**src/rtl/mem_bus_arbiter_pkg.sv**
```systemverilog
// Shared types and helpers for the fetch/memory-stage bus arbiter.
// Holds bus width, FSM state encoding, size codes and the bus command payload.
package mem_bus_arbiter_pkg;

  localparam int unsigned XLEN = 32;

  localparam logic [2:0] SIZE_HALF = 3'b001;
  localparam logic [2:0] SIZE_WORD = 3'b010;

  typedef enum logic [2:0] {
    ST_IDLE         = 3'd0,
    ST_INST_BUSY    = 3'd1,
    ST_DATA_BUSY    = 3'd2,
    ST_INST_DISCARD = 3'd3,
    ST_RESP         = 3'd4
  } state_e;

  typedef struct packed {
    logic [XLEN-1:0] addr;
    logic            we;
    logic [2:0]      size;
    logic [XLEN-1:0] wdata;
  } bus_cmd_t;

  // Unsigned loads share the low two size bits with their signed forms.
  function automatic logic is_misaligned(input logic [2:0] funct3, input logic [1:0] addr_lo);
    logic half_bad;
    logic word_bad;
    half_bad = (funct3[1:0] == SIZE_HALF[1:0]) && addr_lo[0];
    word_bad = (funct3[1:0] == SIZE_WORD[1:0]) && (addr_lo != 2'b00);
    return half_bad || word_bad;
  endfunction

endpackage

```
**src/rtl/mem_arb_select.sv**
```systemverilog
// Combinational winner selection between fetch and memory-stage requests,
// plus the next value of the data-grant streak counter.
module mem_arb_select #(
  parameter int unsigned MAX_STREAK = 4,
  parameter int unsigned SW         = 3
) (
  input  logic          i_inst_req,
  input  logic          i_data_req,
  input  logic [SW-1:0] i_streak,
  output logic          o_grant_inst_c,
  output logic          o_grant_data_c,
  output logic [SW-1:0] o_streak_c
);

  logic inst_win;
  logic data_win;

  // Data wins unless fetch has waited through MAX_STREAK data grants.
  always_comb begin
    inst_win = i_inst_req && (!i_data_req || (i_streak == SW'(MAX_STREAK)));
    data_win = i_data_req && !inst_win;

    o_grant_inst_c = inst_win;
    o_grant_data_c = data_win;
    o_streak_c     = i_streak;
    if (inst_win) begin
      o_streak_c = '0;
    end else if (data_win) begin
      o_streak_c = i_inst_req ? (i_streak + SW'(1)) : '0;
    end
  end

endmodule

```
**src/rtl/mem_bus_arbiter.sv**
```systemverilog
// Single-outstanding external memory bus arbiter for fetch and memory stages,
// with misalignment rejection, per-transaction timeout and fetch-flush discard.
module mem_bus_arbiter
  import mem_bus_arbiter_pkg::*;
#(
  parameter int unsigned TIMEOUT    = 255,
  parameter int unsigned MAX_STREAK = 4
) (
  input  logic            i_clk,
  input  logic            i_rst,
  input  logic            i_inst_req,
  input  logic [XLEN-1:0] i_inst_addr,
  input  logic            i_inst_flush,
  output logic            o_inst_ack,
  output logic [XLEN-1:0] o_inst_data,
  output logic            o_inst_err,
  input  logic            i_data_req,
  input  logic [XLEN-1:0] i_data_addr,
  input  logic            i_data_we,
  input  logic [2:0]      i_data_funct3,
  input  logic [XLEN-1:0] i_data_wdata,
  output logic            o_data_ack,
  output logic [XLEN-1:0] o_data_rdata,
  output logic            o_data_err,
  output logic            o_bus_req,
  output logic [XLEN-1:0] o_bus_addr,
  output logic            o_bus_we,
  output logic [2:0]      o_bus_size,
  output logic [XLEN-1:0] o_bus_wdata,
  input  logic            i_bus_ack,
  input  logic [XLEN-1:0] i_bus_rdata
);

  localparam int unsigned SW = (MAX_STREAK > 0) ? $clog2(MAX_STREAK + 1) : 1;
  localparam int unsigned TW = (TIMEOUT > 1) ? $clog2(TIMEOUT + 1) : 1;

  state_e          state_q, state_d;
  bus_cmd_t        bus_q, bus_d;
  logic            bus_req_q, bus_req_d;
  logic [SW-1:0]   streak_q, streak_d;
  logic [TW-1:0]   to_cnt_q, to_cnt_d;
  logic            inst_ack_q, inst_ack_d;
  logic            inst_err_q, inst_err_d;
  logic [XLEN-1:0] inst_data_q, inst_data_d;
  logic            data_ack_q, data_ack_d;
  logic            data_err_q, data_err_d;
  logic [XLEN-1:0] data_rdata_q, data_rdata_d;

  logic            grant_inst_c;
  logic            grant_data_c;
  logic [SW-1:0]   streak_sel_c;
  logic            timeout_c;

  mem_arb_select #(
    .MAX_STREAK (MAX_STREAK),
    .SW         (SW)
  ) u_select (
    .i_inst_req     (i_inst_req),
    .i_data_req     (i_data_req),
    .i_streak       (streak_q),
    .o_grant_inst_c (grant_inst_c),
    .o_grant_data_c (grant_data_c),
    .o_streak_c     (streak_sel_c)
  );

  // Next-state and registered-output logic; ack/err default low so they pulse.
  always_comb begin
    state_d      = state_q;
    bus_d        = bus_q;
    bus_req_d    = bus_req_q;
    streak_d     = streak_q;
    to_cnt_d     = to_cnt_q;
    inst_ack_d   = 1'b0;
    inst_err_d   = 1'b0;
    inst_data_d  = inst_data_q;
    data_ack_d   = 1'b0;
    data_err_d   = 1'b0;
    data_rdata_d = data_rdata_q;
    timeout_c    = (TIMEOUT != 0) && (to_cnt_q == TW'(TIMEOUT - 1));

    unique case (state_q)
      ST_IDLE: begin
        to_cnt_d = '0;
        if (grant_inst_c) begin
          streak_d  = streak_sel_c;
          bus_d     = '{addr: i_inst_addr, we: 1'b0, size: SIZE_WORD, wdata: '0};
          bus_req_d = 1'b1;
          state_d   = ST_INST_BUSY;
        end else if (grant_data_c) begin
          streak_d = streak_sel_c;
          if (is_misaligned(i_data_funct3, i_data_addr[1:0])) begin
            data_ack_d   = 1'b1;
            data_err_d   = 1'b1;
            data_rdata_d = '0;
            state_d      = ST_RESP;
          end else begin
            bus_d     = '{addr: i_data_addr, we: i_data_we, size: i_data_funct3,
                          wdata: i_data_wdata};
            bus_req_d = 1'b1;
            state_d   = ST_DATA_BUSY;
          end
        end
      end

      ST_INST_BUSY: begin
        if (i_bus_ack) begin
          bus_req_d = 1'b0;
          if (i_inst_flush) begin
            state_d = ST_IDLE;
          end else begin
            inst_ack_d  = 1'b1;
            inst_data_d = i_bus_rdata;
            state_d     = ST_RESP;
          end
        end else if (timeout_c) begin
          bus_req_d = 1'b0;
          if (i_inst_flush) begin
            state_d = ST_IDLE;
          end else begin
            inst_ack_d  = 1'b1;
            inst_err_d  = 1'b1;
            inst_data_d = '0;
            state_d     = ST_RESP;
          end
        end else begin
          to_cnt_d = to_cnt_q + TW'(1);
          if (i_inst_flush) begin
            state_d = ST_INST_DISCARD;
          end
        end
      end

      ST_DATA_BUSY: begin
        if (i_bus_ack) begin
          bus_req_d    = 1'b0;
          data_ack_d   = 1'b1;
          data_rdata_d = i_bus_rdata;
          state_d      = ST_RESP;
        end else if (timeout_c) begin
          bus_req_d    = 1'b0;
          data_ack_d   = 1'b1;
          data_err_d   = 1'b1;
          data_rdata_d = '0;
          state_d      = ST_RESP;
        end else begin
          to_cnt_d = to_cnt_q + TW'(1);
        end
      end

      // Bus cycle still owed to the slave; finish it without telling fetch.
      ST_INST_DISCARD: begin
        if (i_bus_ack || timeout_c) begin
          bus_req_d = 1'b0;
          state_d   = ST_IDLE;
        end else begin
          to_cnt_d = to_cnt_q + TW'(1);
        end
      end

      ST_RESP: begin
        state_d = ST_IDLE;
      end

      default: begin
        state_d   = ST_IDLE;
        bus_req_d = 1'b0;
      end
    endcase
  end

  always_ff @(posedge i_clk) begin
    if (i_rst) begin
      state_q      <= ST_IDLE;
      bus_q        <= '0;
      bus_req_q    <= 1'b0;
      streak_q     <= '0;
      to_cnt_q     <= '0;
      inst_ack_q   <= 1'b0;
      inst_err_q   <= 1'b0;
      inst_data_q  <= '0;
      data_ack_q   <= 1'b0;
      data_err_q   <= 1'b0;
      data_rdata_q <= '0;
    end else begin
      state_q      <= state_d;
      bus_q        <= bus_d;
      bus_req_q    <= bus_req_d;
      streak_q     <= streak_d;
      to_cnt_q     <= to_cnt_d;
      inst_ack_q   <= inst_ack_d;
      inst_err_q   <= inst_err_d;
      inst_data_q  <= inst_data_d;
      data_ack_q   <= data_ack_d;
      data_err_q   <= data_err_d;
      data_rdata_q <= data_rdata_d;
    end
  end

  assign o_inst_ack   = inst_ack_q;
  assign o_inst_err   = inst_err_q;
  assign o_inst_data  = inst_data_q;
  assign o_data_ack   = data_ack_q;
  assign o_data_err   = data_err_q;
  assign o_data_rdata = data_rdata_q;
  assign o_bus_req    = bus_req_q;
  assign o_bus_addr   = bus_q.addr;
  assign o_bus_we     = bus_q.we;
  assign o_bus_size   = bus_q.size;
  assign o_bus_wdata  = bus_q.wdata;

endmodule

```
**config.mk**
```make
export PLATFORM = sky130hd
export DESIGN_NAME = mem_bus_arbiter
export DESIGN_NICKNAME = d
export VERILOG_FILES = /design/src/rtl/mem_bus_arbiter_pkg.sv /design/src/rtl/mem_arb_select.sv /design/src/rtl/mem_bus_arbiter.sv
export SDC_FILE = /design/constraint.sdc
export NUM_CORES = 1
export LEC_CHECK = 0
export ABC_AREA = 1
export ABC_CLOCK_PERIOD_IN_PS = 1900
export CAP_MARGIN = 0
export CORE_MARGIN = 2
export CORE_UTILIZATION = 37
export CTS_BUF_LIST = sky130_fd_sc_hd__clkbuf_16
export CTS_CLUSTER_SIZE = 10
export DETAILED_ROUTE_END_ITERATION = 8
export PLACE_DENSITY_LB_ADDON = 0.1
export REMOVE_ABC_BUFFERS = 1
export SLEW_MARGIN = 40
export SYNTH_ARGS = -nofsm -noshare
export SYNTH_HDL_FRONTEND = slang
export SYNTH_HIERARCHICAL = 1
export SYNTH_SLANG_ARGS = --single-unit
export TNS_END_PERCENT = 10
```
**constraint.sdc**
```tcl
create_clock -name i_clk -period 1.9 [get_ports i_clk]
set_input_delay 0.19 -clock i_clk [delete_from_list [all_inputs] [get_ports i_clk]]
set_output_delay 0.19 -clock i_clk [all_outputs]
set_load 0.005 [all_outputs]
```
==> metrics.yaml, run 1 <==
floorplan:
  fp.dieH_um: 134
  rows: 47
  start_util_pct: 37.8
  core_area_um2: 16600
  dieArea_um2: 18000
  pin_count: 275
  die_x_um: 134
drt:
  dr.pass1.iters: 4
  viasPerCell: 4.83
  wl_per_cell_um: 15.6
  drt_iter0_markers: 319
  vias: 6695
  drcViolationCount: 0
  wirelength_mm: 21.6
  ant_nets: 0
critical_path:
  endpoint_kind: "flip-flop"
  cp_slowest_cell: "dfxtp_2"
  r2r-end: "o_bus_addr[29]$_SDFFE_PP0P_"
  worstPathArrival_ps: 2130
  required_ps: 2210
  path_max_fanout: 8
  r2r-start: "streak_q[1]$_SDFFE_PP0P_"
  crit_chain: "inv_2 -> ha_4 -> nand2_4 -> a21oi_4 -> nor2_2 -> inv_2 -> a21oi_4 -> nand2_4 -> clkinv_8 -> buf_8 -> buf_12 -> nor2_1 -> nor2_1"
  crit_family: "buffers and inverters"
  reg2reg_slack_ps: 90
  path_class: "flip-flop to flip-flop"
  startpoint_type: "flip-flop"
  r2r_cells: 13
  slowest_delay_ps: 320
  critPathBufInv: 5
timing:
  setup_violations: 0
  fin_hold_ws_ps: 77.4
  tightest_slew_ps: 663
  fin_crit_ps: 1810
  relSlewSlack_pct: 55.8
  fmax_ghz: 0.552
  fin_skew_ps: 10.3
  fin_ws_ps: 88.4
  drv_slew: 0
  period_share_pct: 95.3
  hold_viol: 0
synth:
  synthFlopType: "dfxtp_1"
  synth_warnings: 6
  syn_inst: 878
  synth_commonest_cells: "nand2_1, dfxtp_1, nand3_1"
  synth_edf_count: 0
  syn_area_per_cell_um2: 7.14
  yosysMostFrequentCell: "nand2_1"
  yosysSeqAreaShare_pct: 48.2
  synth_top_area_share_pct: 48.2
  netlist_area_um2: 6270
  synth.area.top_cells: "dfxtp_1, nand2_1, nand3_1"
  ys_ff_latch: 151
  async_flop_share_pct: 0
  synth_cell_types: 24
  synth_top_area_cell: "dfxtp_1"
grt:
  grt_pass1_vias: 6332
  track_usage_pct: 22.5
  grt_overflow: 0
  grt_antenna_before_repair: 0
  grt_max_degree: 66
  grt_pass1_wl_mm: 32.1
placement:
  routabilityCongestion: 0.763
  post-dp-hpwl_mm: 14.3
  place_ws_ps: -130
  dp_cells: 1346
  io_buffers: 274
worst_hold_path:
  hold_path_class: "input pin to flip-flop"
  hold-path-endpoint: "o_inst_ack$_SDFF_PP0_"
  hold_depth: 3
  hold_path.startpoint: "i_bus_ack"
layout:
  layout.cells.non_filler: 1386
  area_growth_pct: 63.2
  n_antenna_cell: 0
  nNetsFinal: 1295
  postLayoutCoreUtil_pct: 61.7
  drive_above_1_share_pct: 9.61
clock_network:
  clock_sink_count: 151
  clkLatencyLatePin_ps: 420
  cts_tree: "done"
  clkTransAtPathRegs_ps: 60
  htree_levels: 4
  cts_root_buf: "clkbuf_16"
  numCtsBuffers: 17
  clk_path_buf_depth: 2
job:
  maxCapViolations: 0
power:
  total_power_w: 0.0127
  powerDensity_nw_per_um2: 1240
  peakVddDrop_mv: 0.699
  power_leakage_nw: 3.97
status:
  status: "completed"
[tightest hold or removal path, stage by stage]
cell,delay [ps]
buf_2,110
a21oi_1,70
nor2_1,90
[placed cells by master, fill, tap and decap left out, types with 2 or more instances in the layout]
master,Yosys,routed
nand2_1,244,240
a21oi_4,1,2
nand4_1,2,2
bufinv_16,0,4
ha_1,4,3
buf_12,0,5
xor2_1,2,2
inv_1,31,29
a21oi_2,0,5
buf_6,6,4
clkinv_4,0,3
inv_2,4,4
clkdlybuf4s50_1,0,272
nand3_1,118,118
nor2_1,90,79
nor3_1,6,6
dfxtp_1,151,149
clkinv_2,0,3
clkbuf_16,0,24
a21oi_1,100,94
nand2_2,2,4
clkinvlp_4,0,3
nand2_4,0,2
buf_4,4,26
dfxtp_2,0,2
nor2_2,3,13
clkinv_1,1,3
o21ai_0,56,55
[worst max path at each step]
stage / depth (start not counted) / to / slack (ps) / from
final: 13 / o_bus_addr[29]$_SDFFE_PP0P_ / 90 / streak_q[1]$_SDFFE_PP0P_
after global routing: 10 / o_bus_addr[14]$_SDFFE_PP0P_ / -10 / streak_q[1]$_SDFFE_PP0P_
after CTS: 13 / o_bus_addr[16]$_SDFFE_PP0P_ / -20 / streak_q[0]$_SDFFE_PP0P_
after detailed placement: 11 / o_bus_wdata[30]$_SDFFE_PP0P_ / -130 / i_inst_req
after global placement: 11 / o_bus_wdata[5]$_SDFFE_PP0P_ / -70 / i_inst_req
after floorplan: 10 / o_bus_size[0]$_SDFFE_PP0P_ / -2720 / streak_q[0]$_SDFFE_PP0P_
[cell type report]
type	instances	area, um^2
sequential	151	3030
clock inverter	15	186
timing repair buffer	316	3260
fill	1535	6360
clock buffer	17	425
inverter	36	155
tap	220	275
multi-input combinational	631	2900
[power by group]
part	internal [W]	switching [W]	leakage [nW]
logic	0.00253	0.00249	2.44
clock network	0.00218	0.00134	0.295
registers	0.00378	0.000353	1.23
total	0.00848	0.00418	3.97
[metal layers]
layer / vias to the layer above / GRT usage (%) / part of all wire [%]
li1: 3412 / - / -
met1: 3067 / 26.5 / 42
met4: 0 / 7.84 / 2.2
met3: 32 / 8.99 / 7.9
met2: 184 / 37.3 / 48
met5: - / 0 / 0
[logic make-up (layout without fill, tap and decap cells)]
kind of cell,count (synthesis),in the layout,share of synthesized area [%]
adders and majority gates,4,4,0.799
buffers and inverters,96,384,6.97
DFF,151,151,48.2
and+or+nand+nor,466,466,30.7
AOI/OAI and AO/OA,158,158,12.9
xor gates and xnor gates,3,3,0.419
[metrics by stage]
step	TNS [ps]	instance area [um^2]
2_1_floorplan	-255750	5960
3_3_place_gp	-952	9300
3_5_place_dp	-2460	9300
4_1_cts	-94.4	9920
5_1_grt	-25.1	10200
6_report	0	10200
[timing repair]
action                                  in CTS  in global routing
pin swaps                                    0                  7
endpoints found under the setup margin      24                110
gates resized for setup                      2                 43
cloned                                       0                  7
hold buffers                                 0                  0
buffers inserted                             0                  1
[sequential cells by signal (all words and copies together), names as in the netlist]
signal / count
o_inst_data: 32
o_bus_wdata: 32
o_bus_req: 1
o_inst_err: 1
o_data_rdata: 32
streak_q: 3
o_data_err: 1
to_cnt_q: 8
o_bus_addr: 32
o_bus_we: 1
o_inst_ack: 1
o_data_ack: 1
state_q: 3
o_bus_size: 3
No activity file was read; power rests on OpenSTA's default activity.
==> inputs of run 2 (changes only) <==
--- a/config.mk
+++ b/config.mk
@@ -14,6 +14,7 @@
 export CTS_CLUSTER_SIZE = 10
 export DETAILED_ROUTE_END_ITERATION = 8
 export PLACE_DENSITY_LB_ADDON = 0.1
+export RECOVER_POWER = 25
 export REMOVE_ABC_BUFFERS = 1
 export SLEW_MARGIN = 40
 export SYNTH_ARGS = -nofsm -noshare
==> run 2 against run 1 <==
Sequential cell count is the same. Clock power is essentially flat. Routed wire length is essentially flat. Clock skew is essentially flat. Highest routed layer unchanged. Core utilization is essentially flat. Global-route usage is the same. Largest cell class unchanged. Critical path type unchanged. Non-clock buffer count is the same.
==> metrics.yaml, run 2 (same netlist as run 1, synthesis figures left out) <==
status:
  status: "completed"
floorplan:
  dieArea_um2: 18000
  start_util_pct: 37.8
  rows: 47
  fp.dieH_um: 134
  die_x_um: 134
  pin_count: 275
  core_area_um2: 16600
timing:
  fmax_ghz: 0.552
  hold_viol: 0
  tightest_slew_ps: 660
  fin_crit_ps: 1810
  fin_hold_ws_ps: 73.4
  setup_violations: 0
  period_share_pct: 95.3
  drv_slew: 0
  fin_skew_ps: 10.2
  relSlewSlack_pct: 56.0
clock_network:
  hold_buffers: 0
  clk_path_buf_depth: 2
  clock_sink_count: 151
  numCtsBuffers: 17
  cts_root_buf: "clkbuf_16"
  clkLatencyLatePin_ps: 420
  cts_tree: "done"
  htree_levels: 4
  clkTransAtPathRegs_ps: 60
critical_path:
  path_class: "flip-flop to flip-flop"
  required_ps: 2210
  r2r_cells: 13
  startpoint_type: "flip-flop"
  path_max_fanout: 8
  endpoint_kind: "flip-flop"
  worstPathArrival_ps: 2130
grt:
  grt_antenna_before_repair: 0
  grt_pass1_wl_mm: 32.1
  grt_pass1_vias: 6332
  track_usage_pct: 22.5
  grt_overflow: 0
  grt_max_degree: 66
layout:
  seq_area_um2: 3030
  nNetsFinal: 1295
  n_antenna_cell: 0
  drive_above_1_share_pct: 9.61
  fillers: 1536
  layout_commonest_cell: "nand2_1"
  area_growth_pct: 63.2
  layout_common_cells: "nand2_1, clkdlybuf4s50_1, dfxtp_1"
  multi_input_area_um2: 2900
  layout.cells.non_filler: 1386
power:
  p_sw_w: 0.00417
  p_int_w: 0.00839
  peakVddDrop_mv: 0.699
  powerDensity_nw_per_um2: 1230
  power_leakage_nw: 4.18
  p_sw_share_pct: 33.2
  p_comb_share_pct: 39.2
  power_frac_clock_pct: 28.0
  seqPwrFrac_pct: 32.8
drt:
  drt_iter0_markers: 320
  wl_per_cell_um: 15.6
  drcViolationCount: 0
  dr.pass1.iters: 5
  viasPerCell: 4.85
  vias: 6716
  ant_nets: 0
  wirelength_mm: 21.6
placement:
  routabilityCongestion: 0.763
  io_buffers: 274
  dp_cells: 1346
  post-dp-hpwl_mm: 14.3
worst_hold_path:
  hold_path_class: "input pin to flip-flop"
  hold_depth: 3
job:
  maxCapViolations: 0
run 2: power by group through the flow:
| stage | logic (W) | registers [W] | clock network, W |
|---|---|---|---|
| CTS | 0.00442 | 0.00411 | 0.00358 |
| finish | 0.00493 | 0.00412 | 0.00351 |
| global route | 0.00541 | 0.00419 | 0.00371 |
| global placement | 0.00436 | 0.00416 | 0 |
| floorplan | 0.00182 | 0.00420 | 0 |
| detailed placement | 0.00437 | 0.00417 | 0 |
run 2: worst max-delay path: stages (launching register included):
cell and delay [ps]:
dfxtp_2 320, inv_2 70, ha_4 140, nand2_4 50
a21oi_4 220, nor2_2 80, inv_2 80, a21oi_4 60
nand2_4 160, clkinv_8 110, buf_8 150, buf_12 130
nor2_1 80, nor2_1 50
run 2: routing by layer:
layer  part of all wire, %  vias to the layer above  GRT usage, %
li1                      -                     3417             -
met4                   2.4                        0          7.84
met1                    42                     3072          26.5
met2                    47                      191          37.3
met3                   8.0                       36          8.99
met5                     0                        -             0
run 2: path summary, 6_finish.rpt:
check	end	startpoint	slack [ps]
setup / recovery	o_bus_addr[29]$_SDFFE_PP0P_	streak_q[1]$_SDFFE_PP0P_	90
setup reg to reg	o_bus_addr[29]$_SDFFE_PP0P_	streak_q[1]$_SDFFE_PP0P_	90
hold / removal	o_inst_ack$_SDFF_PP0_	i_bus_ack	70
hold reg to reg	o_data_rdata[3]$_SDFFE_PP0P_	o_data_rdata[3]$_SDFFE_PP0P_	460
run 2: layout make-up:
type	instances	share of cell area [%]
Timing Repair Buffer	316	31.8
Clock buffer	17	4.16
Tap cell	220	2.69
Clock inverter	15	1.82
Sequential cell	151	29.6
Multi-Input combinational cell	631	28.4
Inverter	36	1.52
run 2: through the flow:
step	power [W]	setup WS, ps	util, %	instance area [um^2]	TNS [ps]
after floorplan	0.00602	-2720	-	5960	-255750
after global placement	0.00852	-66.2	56.1	9300	-952
after detailed placement	0.00854	-130	56.1	9300	-2460
after CTS	0.0121	-23.0	59.8	9920	-94.4
after global routing	0.0133	-10.1	61.7	10200	-25.1
final	0.0126	88.9	61.7	10200	0
run 2: timing repair:
action	in CTS	in global routing
pin swaps	0	7
buffers inserted	0	1
resized for setup	2	43
endpoints found under the setup margin	24	110
gates cloned	0	7
==> inputs of run 3 (changes only) <==
--- a/config.mk
+++ b/config.mk
@@ -21,4 +21,3 @@
 export SYNTH_HDL_FRONTEND = slang
 export SYNTH_HIERARCHICAL = 1
 export SYNTH_SLANG_ARGS = --single-unit
-export TNS_END_PERCENT = 10
==> run 3 against run 2 <==
Global-route usage increased by 0.38 points. Total power grew 0.15%. Largest power group unchanged. Worst setup slack worse by 16 ps. Critical path type unchanged.
==> metrics.yaml, run 3 (same netlist as run 1, synthesis figures left out) <==
grt:
  track_usage_pct: 22.9
  grt_antenna_before_repair: 0
  grt_overflow: 0
  grt_max_degree: 66
  grt_pass1_wl_mm: 32.6
  grt_pass1_vias: 6362
timing:
  fin_hold_ws_ps: 81.2
  tightest_slew_ps: 657
  relSlewSlack_pct: 56.2
  rsz0062_at_grt: "true"
  drv_slew: 0
  tns_ps: 0
  setup_violations: 0
  period_share_pct: 96.2
  fin_crit_ps: 1830
  fin_skew_ps: 11.4
  hold_viol: 0
  fmax_ghz: 0.547
critical_path:
  critPathBufInv: 3
  critPathMostFrequentCell: "a21oi_4"
  path_class: "flip-flop to flip-flop"
  startpoint_type: "flip-flop"
  path_max_fanout: 28
  crit_family: "compound AO/OA/AOI/OAI gates"
  slowest_delay_ps: 330
  crit_chain: "inv_2 -> ha_4 -> nand2_2 -> a21oi_4 -> inv_4 -> a21oi_4 -> nand2_4 -> bufbuf_16 -> o21ai_0 -> nor2_1"
  cp_slowest_cell: "dfxtp_2"
  required_ps: 2210
  worstPathArrival_ps: 2140
  endpoint_kind: "flip-flop"
power:
  powerDensity_nw_per_um2: 1230
  power_leakage_nw: 4.00
  peakVddDrop_mv: 0.702
status:
  status: "completed"
drt:
  wirelength_mm: 21.5
  drcViolationCount: 0
  dr.pass1.iters: 5
  ant_nets: 0
  drt_iter0_markers: 379
  wl_per_cell_um: 15.5
  vias: 6716
  viasPerCell: 4.84
placement:
  post-dp-hpwl_mm: 14.3
  routabilityCongestion: 0.763
  io_buffers: 274
layout:
  layout_commonest_cell: "clkdlybuf4s50_1"
  layout_common_cells: "clkdlybuf4s50_1, nand2_1, dfxtp_1"
  multi_input_area_um2: 2920
  area_growth_pct: 63.3
  n_antenna_cell: 0
  fillers: 1537
  nNetsFinal: 1297
  drive_above_1_share_pct: 9.59
  seq_area_um2: 3020
clock_network:
  numCtsBuffers: 17
  cts_tree: "done"
  clk_path_buf_depth: 2
  cts_root_buf: "clkbuf_16"
  htree_levels: 4
  clock_sink_count: 151
  clkLatencyLatePin_ps: 420
  clkTransAtPathRegs_ps: 60
floorplan:
  die_x_um: 134
  pin_count: 275
  core_area_um2: 16600
  dieArea_um2: 18000
  rows: 47
  fp.dieH_um: 134
  start_util_pct: 37.8
job:
  maxCapViolations: 0
worst_hold_path:
  hold_path_class: "input pin to flip-flop"
run 3: changes by cell type in the layout (fill, tap and decap cells not counted), moves of 2 or more:
cell | before | now
clkdlybuf4s50_1 | 204 | 269
dlygate4sd3_1 | 68 | 3
o21ai_0 | 55 | 38
o21ai_1 | 1 | 14
nor2_1 | 79 | 86
nor2_2 | 13 | 6
buf_4 | 25 | 29
clkbuf_16 | 24 | 20
o21ai_2 | 1 | 5
nand3_1 | 118 | 116
run 3: layout make-up:
class,instances,share of cell area [%]
clock buffer,17,4.16
clock inverter,15,1.82
inverter,36,1.44
multi-input combinational,631,28.5
sequential,151,29.6
tap,220,2.69
timing repair buffer,318,31.8
run 3: metrics by stage:
stage	util, %	instance area, um^2	instances	power, W	setup slack (ps)
finish	61.7	10200	1388	0.0126	72.8
global route	61.7	10200	1388	0.0133	-27.0
CTS	60.3	9990	1382	0.0123	2.80
detailed placement	56.1	9300	1346	0.00854	-130
global placement	56.1	9300	1346	0.00852	-66.2
floorplan	-	5960	818	0.00602	-2720
run 3: path summary, 6_finish.rpt:
| check | startpoint | endpoint | slack (ps) | depth (start not counted) |
|---|---|---|---|---|
| setup / recovery | streak_q[0]$_SDFFE_PP0P_ | o_bus_addr[30]$_SDFFE_PP0P_ | 70 | 10 |
| hold / removal | i_bus_ack | o_inst_ack$_SDFF_PP0_ | 80 | 3 |
| setup reg to reg | streak_q[0]$_SDFFE_PP0P_ | o_bus_addr[30]$_SDFFE_PP0P_ | 70 | 10 |
| hold reg to reg | o_inst_data[2]$_SDFFE_PP0P_ | o_inst_data[2]$_SDFFE_PP0P_ | 460 | 2 |
run 3: repair_timing:
item,in CTS,in global routing
pin swaps,1,6
hold buffers,0,0
gates resized for setup,6,56
cloned,2,4
setup buffers,2,2
setup endpoints to repair,24,111
run 3: per-layer routing:
layer	up-vias	track usage [%]	wire [um]
met1	3081	27.1	9070
li1	3412	-	-
met2	192	38.1	10300
met3	31	8.92	1680
met4	0	7.72	455
met5	-	0	0
run 3: worst min-delay path: stages:
cell and delay, ps:
buf_2 110, a21oi_1 70, nor2_1 90
run 3: power breakdown:
group / internal [W] / switching (W)
Sequential: 0.00377 / 0.000334
Combinational: 0.00247 / 0.00248
Clock: 0.00218 / 0.00134
